--- config.mk ---
export PLATFORM = sky130hd
export DESIGN_NAME = hex_line_sequencer
export DESIGN_NICKNAME = d
export VERILOG_FILES = /design/src/rtl/hex_line_sequencer.sv
export SDC_FILE = /design/constraint.sdc
export NUM_CORES = 1
export LEC_CHECK = 0
export BUFFER_PORTS_ARGS = -buffer_cell sky130_fd_sc_hd__buf_2
export CAP_MARGIN = 10
export CORE_UTILIZATION = 50
export CTS_CLUSTER_DIAMETER = 60
export DETAILED_ROUTE_END_ITERATION = 8
export GPL_ROUTABILITY_DRIVEN = 1
export GPL_TIMING_DRIVEN = 0
export PLACE_DENSITY = 0.81
export REMOVE_ABC_BUFFERS = 1
export SLEW_MARGIN = 0
export SYNTH_ARGS = -nofsm -noshare
export SYNTH_HDL_FRONTEND = slang
export SYNTH_SLANG_ARGS = --single-unit
--- constraint.sdc ---
create_clock -name i_clk -period 6.3 [get_ports i_clk]
set_input_delay 1.26 -clock i_clk [delete_from_list [all_inputs] [get_ports i_clk]]
set_output_delay 1.26 -clock i_clk [all_outputs]
set_load 0.02 [all_outputs]
--- src/rtl/hex_line_sequencer.sv ---
// ---------------------------------------------------------------------------
// hex_line_sequencer
//
// Bus master and byte sequencer that turns a 4*L-bit value into a printable
// text line. On an accepted start it writes the value into the character
// memory as L lowercase ASCII hex digits (one bus write of the whole word),
// then reads memory addresses 0..11 in order and hands each returned byte
// to a serial transmitter. The memory supplies the "0x" prefix and the
// "\n\r" suffix around the digits, so the transmitted line is
// "0x" + digits + "\n\r".
//
// Ports
//   i_clk, i_reset_n      clock (rising edge) and asynchronous active-low reset
//   i_start, i_value      line request (sampled in IDLE only) and value to print
//   o_busy                high while a line is in progress
//   o_done                one-cycle pulse after the final byte is taken
//   o_err                 one-cycle pulse when a bus transaction times out
//   o_cyc/o_stb/o_we      bus cycle, strobe and write enable
//   o_addr, o_data        bus address and write data
//   i_stall, i_ack,
//   i_data                bus stall, acknowledge and read data (valid with ack)
//   o_tx_stb, o_tx_data   transmit byte valid and byte
//   i_tx_busy             transmitter busy; a byte moves on stb && !busy
//
// Every output is a register. Outputs are decoded from the next state, so
// they change on the same edge as the state and show the state they belong
// to for the whole cycle.
// ---------------------------------------------------------------------------
module hex_line_sequencer #(
    parameter int L       = 8,
    parameter int W       = 8,
    parameter int TIMEOUT = 15
) (
    input  logic           i_clk,
    input  logic           i_reset_n,
    input  logic           i_start,
    input  logic [4*L-1:0] i_value,
    output logic           o_busy,
    output logic           o_done,
    output logic           o_err,
    output logic           o_cyc,
    output logic           o_stb,
    output logic           o_we,
    output logic [4:0]     o_addr,
    output logic [L*W-1:0] o_data,
    input  logic           i_stall,
    input  logic           i_ack,
    input  logic [W-1:0]   i_data,
    output logic           o_tx_stb,
    output logic [W-1:0]   o_tx_data,
    input  logic           i_tx_busy
);

    // Timeout counter only ever needs to hold 0..TIMEOUT-1.
    localparam int            CW         = $clog2(TIMEOUT);
    localparam logic [CW-1:0] TCNT_LIMIT = CW'(TIMEOUT - 1);

    // Twelve characters per line: "0x", eight digits, "\n\r".
    localparam logic [3:0]    LAST_INDEX = 4'd11;

    typedef enum logic [2:0] {
        S_IDLE,
        S_WRITE,
        S_WACK,
        S_GAP,
        S_READ,
        S_RACK,
        S_SEND,
        S_DONE
    } state_t;

    // -----------------------------------------------------------------------
    // State and datapath registers
    // -----------------------------------------------------------------------
    state_t           state_reg,   state_next;
    logic [3:0]       index_reg,   index_next;
    logic [4*L-1:0]   value_reg,   value_next;
    logic [CW-1:0]    tcnt_reg,    tcnt_next;
    logic [W-1:0]     tx_data_reg, tx_data_next;

    // Registered outputs
    logic             cyc_reg,     cyc_next;
    logic             stb_reg,     stb_next;
    logic             we_reg,      we_next;
    logic             busy_reg,    busy_next;
    logic             done_reg,    done_next;
    logic             err_reg,     err_next;
    logic             tx_stb_reg,  tx_stb_next;
    logic [4:0]       addr_reg,    addr_next;
    logic [L*W-1:0]   data_reg,    data_next;

    // Only an acknowledge in one of the two waiting states belongs to us;
    // anything else on i_ack is noise from the memory side.
    logic             ack_ok;
    logic             timeout_hit;

    // -----------------------------------------------------------------------
    // Hex encoding of the value being latched
    //
    // Built from value_next so that the write word is already correct in
    // the first WRITE cycle, the same edge that latches i_value. Byte 0
    // carries the most significant nibble so the digits read left to right
    // in address order.
    // -----------------------------------------------------------------------
    logic [L*W-1:0]   hex_word;

    for (genvar gi = 0; gi < L; gi++) begin : g_hex
        logic [3:0] nib;

        assign nib = value_next[4*(L-1-gi) +: 4];

        // 0-9 map onto '0'..'9'; 10-15 map onto 'a'..'f' ('a' - 10 = 8'h57).
        assign hex_word[W*gi +: W] = (nib < 4'd10) ? (W'(nib) + W'(8'h30))
                                                   : (W'(nib) + W'(8'h57));
    end

    // -----------------------------------------------------------------------
    // Next-state logic
    // -----------------------------------------------------------------------
    always_comb begin
        state_next   = state_reg;
        index_next   = index_reg;
        value_next   = value_reg;
        tcnt_next    = tcnt_reg;
        tx_data_next = tx_data_reg;
        err_next     = 1'b0;

        ack_ok      = i_ack && ((state_reg == S_WACK) || (state_reg == S_RACK));

        // An ack landing on the limit cycle still completes the transaction.
        timeout_hit = cyc_reg && !ack_ok && (tcnt_reg == TCNT_LIMIT);

        // The counter measures how long the bus has been held open without
        // an answer; it is cleared on every entry into WRITE or READ below.
        if (cyc_reg && !ack_ok) begin
            tcnt_next = tcnt_reg + 1'b1;
        end

        case (state_reg)
            S_IDLE: begin
                if (i_start) begin
                    value_next = i_value;
                    index_next = 4'd0;
                    tcnt_next  = '0;
                    state_next = S_WRITE;
                end
            end

            S_WRITE: begin
                if (!i_stall) begin
                    state_next = S_WACK;
                end
            end

            S_WACK: begin
                if (i_ack) begin
                    state_next = S_GAP;
                end
            end

            // Keeps cyc low for a cycle between the write and the first read.
            S_GAP: begin
                tcnt_next  = '0;
                state_next = S_READ;
            end

            S_READ: begin
                if (!i_stall) begin
                    state_next = S_RACK;
                end
            end

            S_RACK: begin
                if (i_ack) begin
                    tx_data_next = i_data;
                    state_next   = S_SEND;
                end
            end

            // The SEND cycle(s) also serve as the cyc-low gap before the
            // next read.
            S_SEND: begin
                if (!i_tx_busy) begin
                    if (index_reg == LAST_INDEX) begin
                        state_next = S_DONE;
                    end else begin
                        index_next = index_reg + 4'd1;
                        tcnt_next  = '0;
                        state_next = S_READ;
                    end
                end
            end

            S_DONE: begin
                state_next = S_IDLE;
            end

            default: begin
                state_next = S_IDLE;
            end
        endcase

        // Abort overrides whatever the state machine wanted to do.
        if (timeout_hit) begin
            state_next = S_IDLE;
            tcnt_next  = '0;
            err_next   = 1'b1;
        end
    end

    // -----------------------------------------------------------------------
    // Output decode from the next state
    // -----------------------------------------------------------------------
    always_comb begin
        cyc_next    = 1'b0;
        stb_next    = 1'b0;
        we_next     = 1'b0;
        busy_next   = 1'b1;
        done_next   = 1'b0;
        tx_stb_next = 1'b0;
        addr_next   = 5'd0;
        data_next   = '0;

        case (state_next)
            S_IDLE: begin
                busy_next = 1'b0;
            end

            S_WRITE: begin
                cyc_next  = 1'b1;
                stb_next  = 1'b1;
                we_next   = 1'b1;
                data_next = hex_word;
            end

            // Write enable stays up until the ack closes the write cycle.
            S_WACK: begin
                cyc_next = 1'b1;
                we_next  = 1'b1;
            end

            S_GAP: begin
                busy_next = 1'b1;
            end

            S_READ: begin
                cyc_next  = 1'b1;
                stb_next  = 1'b1;
                addr_next = {1'b0, index_next};
            end

            S_RACK: begin
                cyc_next = 1'b1;
            end

            S_SEND: begin
                tx_stb_next = 1'b1;
            end

            S_DONE: begin
                busy_next = 1'b0;
                done_next = 1'b1;
            end

            default: begin
                busy_next = 1'b0;
            end
        endcase
    end

    // -----------------------------------------------------------------------
    // Registers. Reset takes effect immediately so a line in flight drops
    // the bus and the transmit strobe without waiting for a clock edge.
    // -----------------------------------------------------------------------
    always_ff @(posedge i_clk or negedge i_reset_n) begin
        if (!i_reset_n) begin
            state_reg   <= S_IDLE;
            index_reg   <= 4'd0;
            value_reg   <= '0;
            tcnt_reg    <= '0;
            tx_data_reg <= '0;
            cyc_reg     <= 1'b0;
            stb_reg     <= 1'b0;
            we_reg      <= 1'b0;
            busy_reg    <= 1'b0;
            done_reg    <= 1'b0;
            err_reg     <= 1'b0;
            tx_stb_reg  <= 1'b0;
            addr_reg    <= 5'd0;
            data_reg    <= '0;
        end else begin
            state_reg   <= state_next;
            index_reg   <= index_next;
            value_reg   <= value_next;
            tcnt_reg    <= tcnt_next;
            tx_data_reg <= tx_data_next;
            cyc_reg     <= cyc_next;
            stb_reg     <= stb_next;
            we_reg      <= we_next;
            busy_reg    <= busy_next;
            done_reg    <= done_next;
            err_reg     <= err_next;
            tx_stb_reg  <= tx_stb_next;
            addr_reg    <= addr_next;
            data_reg    <= data_next;
        end
    end

    assign o_busy    = busy_reg;
    assign o_done    = done_reg;
    assign o_err     = err_reg;
    assign o_cyc     = cyc_reg;
    assign o_stb     = stb_reg;
    assign o_we      = we_reg;
    assign o_addr    = addr_reg;
    assign o_data    = data_reg;
    assign o_tx_stb  = tx_stb_reg;
    assign o_tx_data = tx_data_reg;

endmodule
### After elaboration in Yosys (flattened, before gate mapping)

Index checks and enable logic that the tools add are counted.
W data, S select, Z words.

* output and inout port bits: 84
* memories kept: 0
* RAM bits: 0
* register bits: 127
* memory bits (read-only): 0
* bits in latches: 0
* input port bits: 46

* shift operators: 0
* add/sub/neg operators: 18
* order comparisons: 8
* div/mod/pow operators: 0
* bitwise gates (word level): 0
* equality and inequality tests: 15
* multiply operators: 0
* reductions and logical operators: 12
* muxes and demuxes: 38

Operator list (number)
* $add A4 B7 Y8 const B: 8
* $mux W32: 2
* $mux W64: 1
* $mux W8: 8
* $add A4 B6 Y7 const B: 8
* $mux W4: 9
* $lt A4 B4 Y1 const B: 8
* $eq A3 B3 Y1 const B: 8
* $pmux W3 S8: 1
* $mux W3: 7
* $pmux W4 S3: 1
* $eq A3 B2 Y1 const B: 3
* $add A4 B1 Y4 const B: 2
* $eq A4 B4 Y1 const B: 2
* $pmux W4 S2: 1
* $mux W1: 7
* $eq A3 B1 Y1 const B: 2
* $logic_not A3 Y1: 2
* $reduce_or A2 Y1: 3
* $reduce_or A4 Y1: 1
* $logic_and A1 B1 Y1: 3
* $mux W2: 1
* $reduce_and A2 Y1: 1
* $logic_not A1 Y1: 1
* $logic_or A1 B1 Y1: 1

### Longest topological paths before layout

* word-level depth: 10
* mapped depth: 11

### Least setup slack after synthesis

Ideal clock, no wire load.

* kind: input port to flip-flop
* from: input port i_start
* to: register data_reg[10], in the netlist o_data[10]
* slack: 3.326 ns
* buffers on the path: 3
* stages: 9
* data required time: 6.223 ns
* arrival: 2.897 ns
* cell sequence: nor4b_2 > buf_6 > buf_6 > buf_6 > mux2i_1 > ha_1 > nand2_1 > or3_1 > a21oi_1

* cells in the longest elaborated chain, start to end: 5
* elaborated cells between the ends (all ways): 11
* those cells by class: add/sub (2); order compare (1); eq/ne (1); mux (7)

Ends and longest elaborated chain
* start, declared: RTL line 36 `input logic i_start,`
* $mux W32 / $mux W3 (equally long branches): RTL line 141 `if (i_start) begin`
* $mux W32 / $pmux W3 S8 (equally long branches): RTL line 139 `case (state_reg)`
* $add A4 B7 Y8 (tied with other cells): RTL line 114 `: (W'(nib) + W'(8'h57));`
* $mux W8 / $eq A3 B1 Y1 (equally long branches): RTL line 113, 224
* $mux W64 *: RTL line 224 `case (state_next)`
* named net data_next[10]: RTL line 90 `logic [L*W-1:0] data_reg, data_next;`
* end signal, assigned: RTL line 305 `data_reg <= data_next;`
* end, declared: RTL line 90

The timed path passes the listed nets; every way through them passes the cells marked *.
A chain may end at the register's enable or synchronous reset.

### Final worst setup path

Same ends and word-level chain as after synthesis.

==> results by group <==
Outcome
  • Outcome: completed

STA
  • Slew HR: 0.464
  • Worst-margin pin slew: 0.801 ns
  • RSZ-0062 raised after global routing: false
  • Final Hold Vio Count: 0
  • Min Tclk post-route: 3.23 ns
  • Final setup TNS: 0 ns
  • Clock Skew: 0.00828 ns
  • Max Slew Vio Count: 0
  • Hold WS: 0.507 ns
  • Achievable Freq: 0.310 GHz
  • Final period util: 0.513
  • # setup viols final: 0

Route
  • Post-route ant nets: 0
  • DRC violations left: 0
  • Final wirelength: 10200 µm
  • Initial DRC count: 152
  • TritonRoute pass-1 iters: 4
  • Drt via density: 5.10
  • Routed via count: 3603
  • WL/cell: 14.5 µm

GRT
  • Number of global-route vias before repair: 3586
  • Initial antenna violation count: 0
  • GR Util All Layers: 0.199
  • First-pass GRT wire length: 17000 µm
  • Largest net degree at the start of global routing: 70
  • Grt total ovfl: 0

Yosys
  • Share of the synthesized area in the top cell type: 0.557
  • Synth async-reset ratio: 1.00
  • Post-synth top area cell: dfrtp_1
  • Synth Area per Inst: 12.3 µm²
  • Post-Synthesis Cells: 431
  • EDFF count, synth: 0
  • Post-Synth XOR/XNOR Area: 0.0231
  • Post-synthesis cell area: 5300 µm²
  • Top_reg_cell synth: dfrtp_1
  • Register area share after synthesis: 0.557
  • Post-Synth Simple-Gate Area: 0.147
  • Mux cell area share after synthesis: 0.0912
  • Number of synthesized register bits: 118
  • Largest family of logic cells by synthesized area: simple AND/OR/NAND/NOR gates
  • Syn. warnings: 0
  • Compound-Gate Fraction of Synth Area: 0.0905
  • Synth top area cells: dfrtp_1 56%, mux2i_1 4.7%, nor2_4 4.5%
  • Cell variety after synth: 56
  • Synth Area in Adders: 0.0260

Pwr
  • Worst vdd ir: 0.244 mV
  • Leakage: 3.28 nW
  • Power density cells: 589 nW/µm²
  • Total power: 0.00389 W

Finish
  • Area of the multi-input gates: 2050 µm²
  • Final nets: 615
  • Ratio of cells with drive above 1 in the final layout: 0.398
  • ANT cells: 0
  • Register area: 2950 µm²
  • Largest register FFs: 56
  • Final Non-Filler Cells: 707
  • Fillers: 807
  • Layout Area Growth over Synthesis: 24.8%

Worst setup path
  • Setup CP Type: in -> reg
  • Startpoint types: input pin
  • CP max FO: 12
  • CP required: 6.71 ns
  • Crit end category: register
  • Worst EP arrival: 3.64 ns

Clock network
  • CTS tree: yes
  • Clock buffer depth: 2
  • Postcts setup bufs: 0
  • Clk sinks: 118
  • CTS Buf Count: 17
  • Clk slew on worst S/H paths: 0.06 ns
  • Cts repair resizes: 0
  • Root buf cell: clkbuf_8
  • Skew-Pair Late Insertion Delay: 0.51 ns
  • CTS H-Tree Depth: 4
  • Post-CTS Hold Fix Bufs: 0

Placement
  • Gpl congestion: 0.824
  • HPWL after detailed placement: 7120 µm
  • Cell Count Post-Placement: 675
  • PortBufs: 120

Floorplanning
  • Die W: 105 µm
  • Die H: 105 µm
  • Starting density of the core: 0.515
  • Die area: 11000 µm²
  • Floorplan core area: 10300 µm²
  • Top Ports: 130
  • Row count: 37

Hold path
  • Hold Path Class: reg -> reg

Job
  • Max Cap Viol: 0
metrics by stage:
step / utilization / setup slack [ns] / instance area [µm²]
3_3_place_gp: 0.572 / -1.04 / 5880
5_1_grt: 0.643 / 2.91 / 6610
3_5_place_dp: 0.583 / 2.58 / 5990
4_1_cts: 0.643 / 3.11 / 6610
6_report: 0.643 / 3.07 / 6610
2_1_floorplan: - / 0.451 / 5110
cells in the mapped netlist, types with 8 or more instances:
master	instances
a21oi_1	26
o21ai_0	8
nor2_1	32
mux2_2	18
a211oi_2	8
inv_2	9
inv_1	19
buf_4	12
nand2_1	24
xnor2_1	10
ha_1	11
mux2i_1	25
nor2_4	21
dfrtp_1	118
nor2b_1	9
worst max-delay path, cell delays in order:
cell and delay [ns]:
buf_2 0.12, nor4b_4 0.67, buf_8 0.25, buf_8 0.18
mux2i_1 0.39, ha_1 0.25, nand2_1 0.07, or3_1 0.30
a21oi_1 0.15
area by class of cell:
cell class                 instances  area share
inverter                          32      0.0186
multi-input combinational        264       0.310
clock buffer                      20      0.0674
timing repair buffer             125       0.105
clock inverter                    12      0.0267
sequential                       118       0.447
tap                              136      0.0257
path summary, 6_finish.rpt:
path,startpoint,to,slack [ns],cells after the start
setup / recovery,i_start,o_data[10],3.07,9
hold / removal,o_tx_data[6],o_tx_data[6],0.51,1
setup reg to reg,state_reg[1],o_data[10],3.23,8
hold reg to reg,o_tx_data[6],o_tx_data[6],0.51,1
max in group asynchronous,i_reset_n,o_data[28],4.80,2
min in group asynchronous,i_reset_n,o_data[5],0.76,1
metal layers:
layer	GRT usage	up-vias	share of wire
met4	0.0755	0	0.013
met3	0.0561	13	0.047
met1	0.230	1784	0.41
li1	-	1710	-
met2	0.351	96	0.53
met5	0	-	0
placed cells by master, fill, tap and decap left out, types with 3 or more instances in the layout:
cell type,Yosys,routed
dfrtp_1,118,118
o21ai_0,8,8
nor2b_1,9,9
clkbuf_8,0,3
ha_1,11,11
clkinvlp_4,0,5
buf_2,4,119
a31oi_1,6,6
clkbuf_16,0,16
inv_1,19,19
mux2i_1,25,25
conb_1,1,9
mux2_2,18,18
nor2_1,32,32
xor2_1,4,4
o21bai_1,3,3
bufinv_16,0,4
a21oi_1,26,26
a211oi_1,3,3
a211oi_2,8,8
nor2_4,21,21
nor3_1,3,3
nand3_1,7,7
clkinv_1,3,3
xnor2_1,10,10
inv_2,9,9
nand2_1,24,24
o311ai_2,3,3
kinds of logic after synthesis:
group	count (synthesis)
buf+inv	57
fa+ha+maj	11
xor+xnor	14
other cells	1
compound gates	67
flops	118
simple gates	118
mux	45
report_power, final:
| part | leakage [nW] | total (W) | switching [W] | internal [W] |
|---|---|---|---|---|
| combinational | 1.46 | 0.00170 | 0.00108 | 0.000621 |
| sequential | 1.53 | 0.00120 | 0.000151 | 0.00105 |
| clock | 0.289 | 0.000992 | 0.000331 | 0.000661 |
| total | 3.28 | 0.00389 | 0.00156 | 0.00233 |
(Power assumes the default switching activity.)
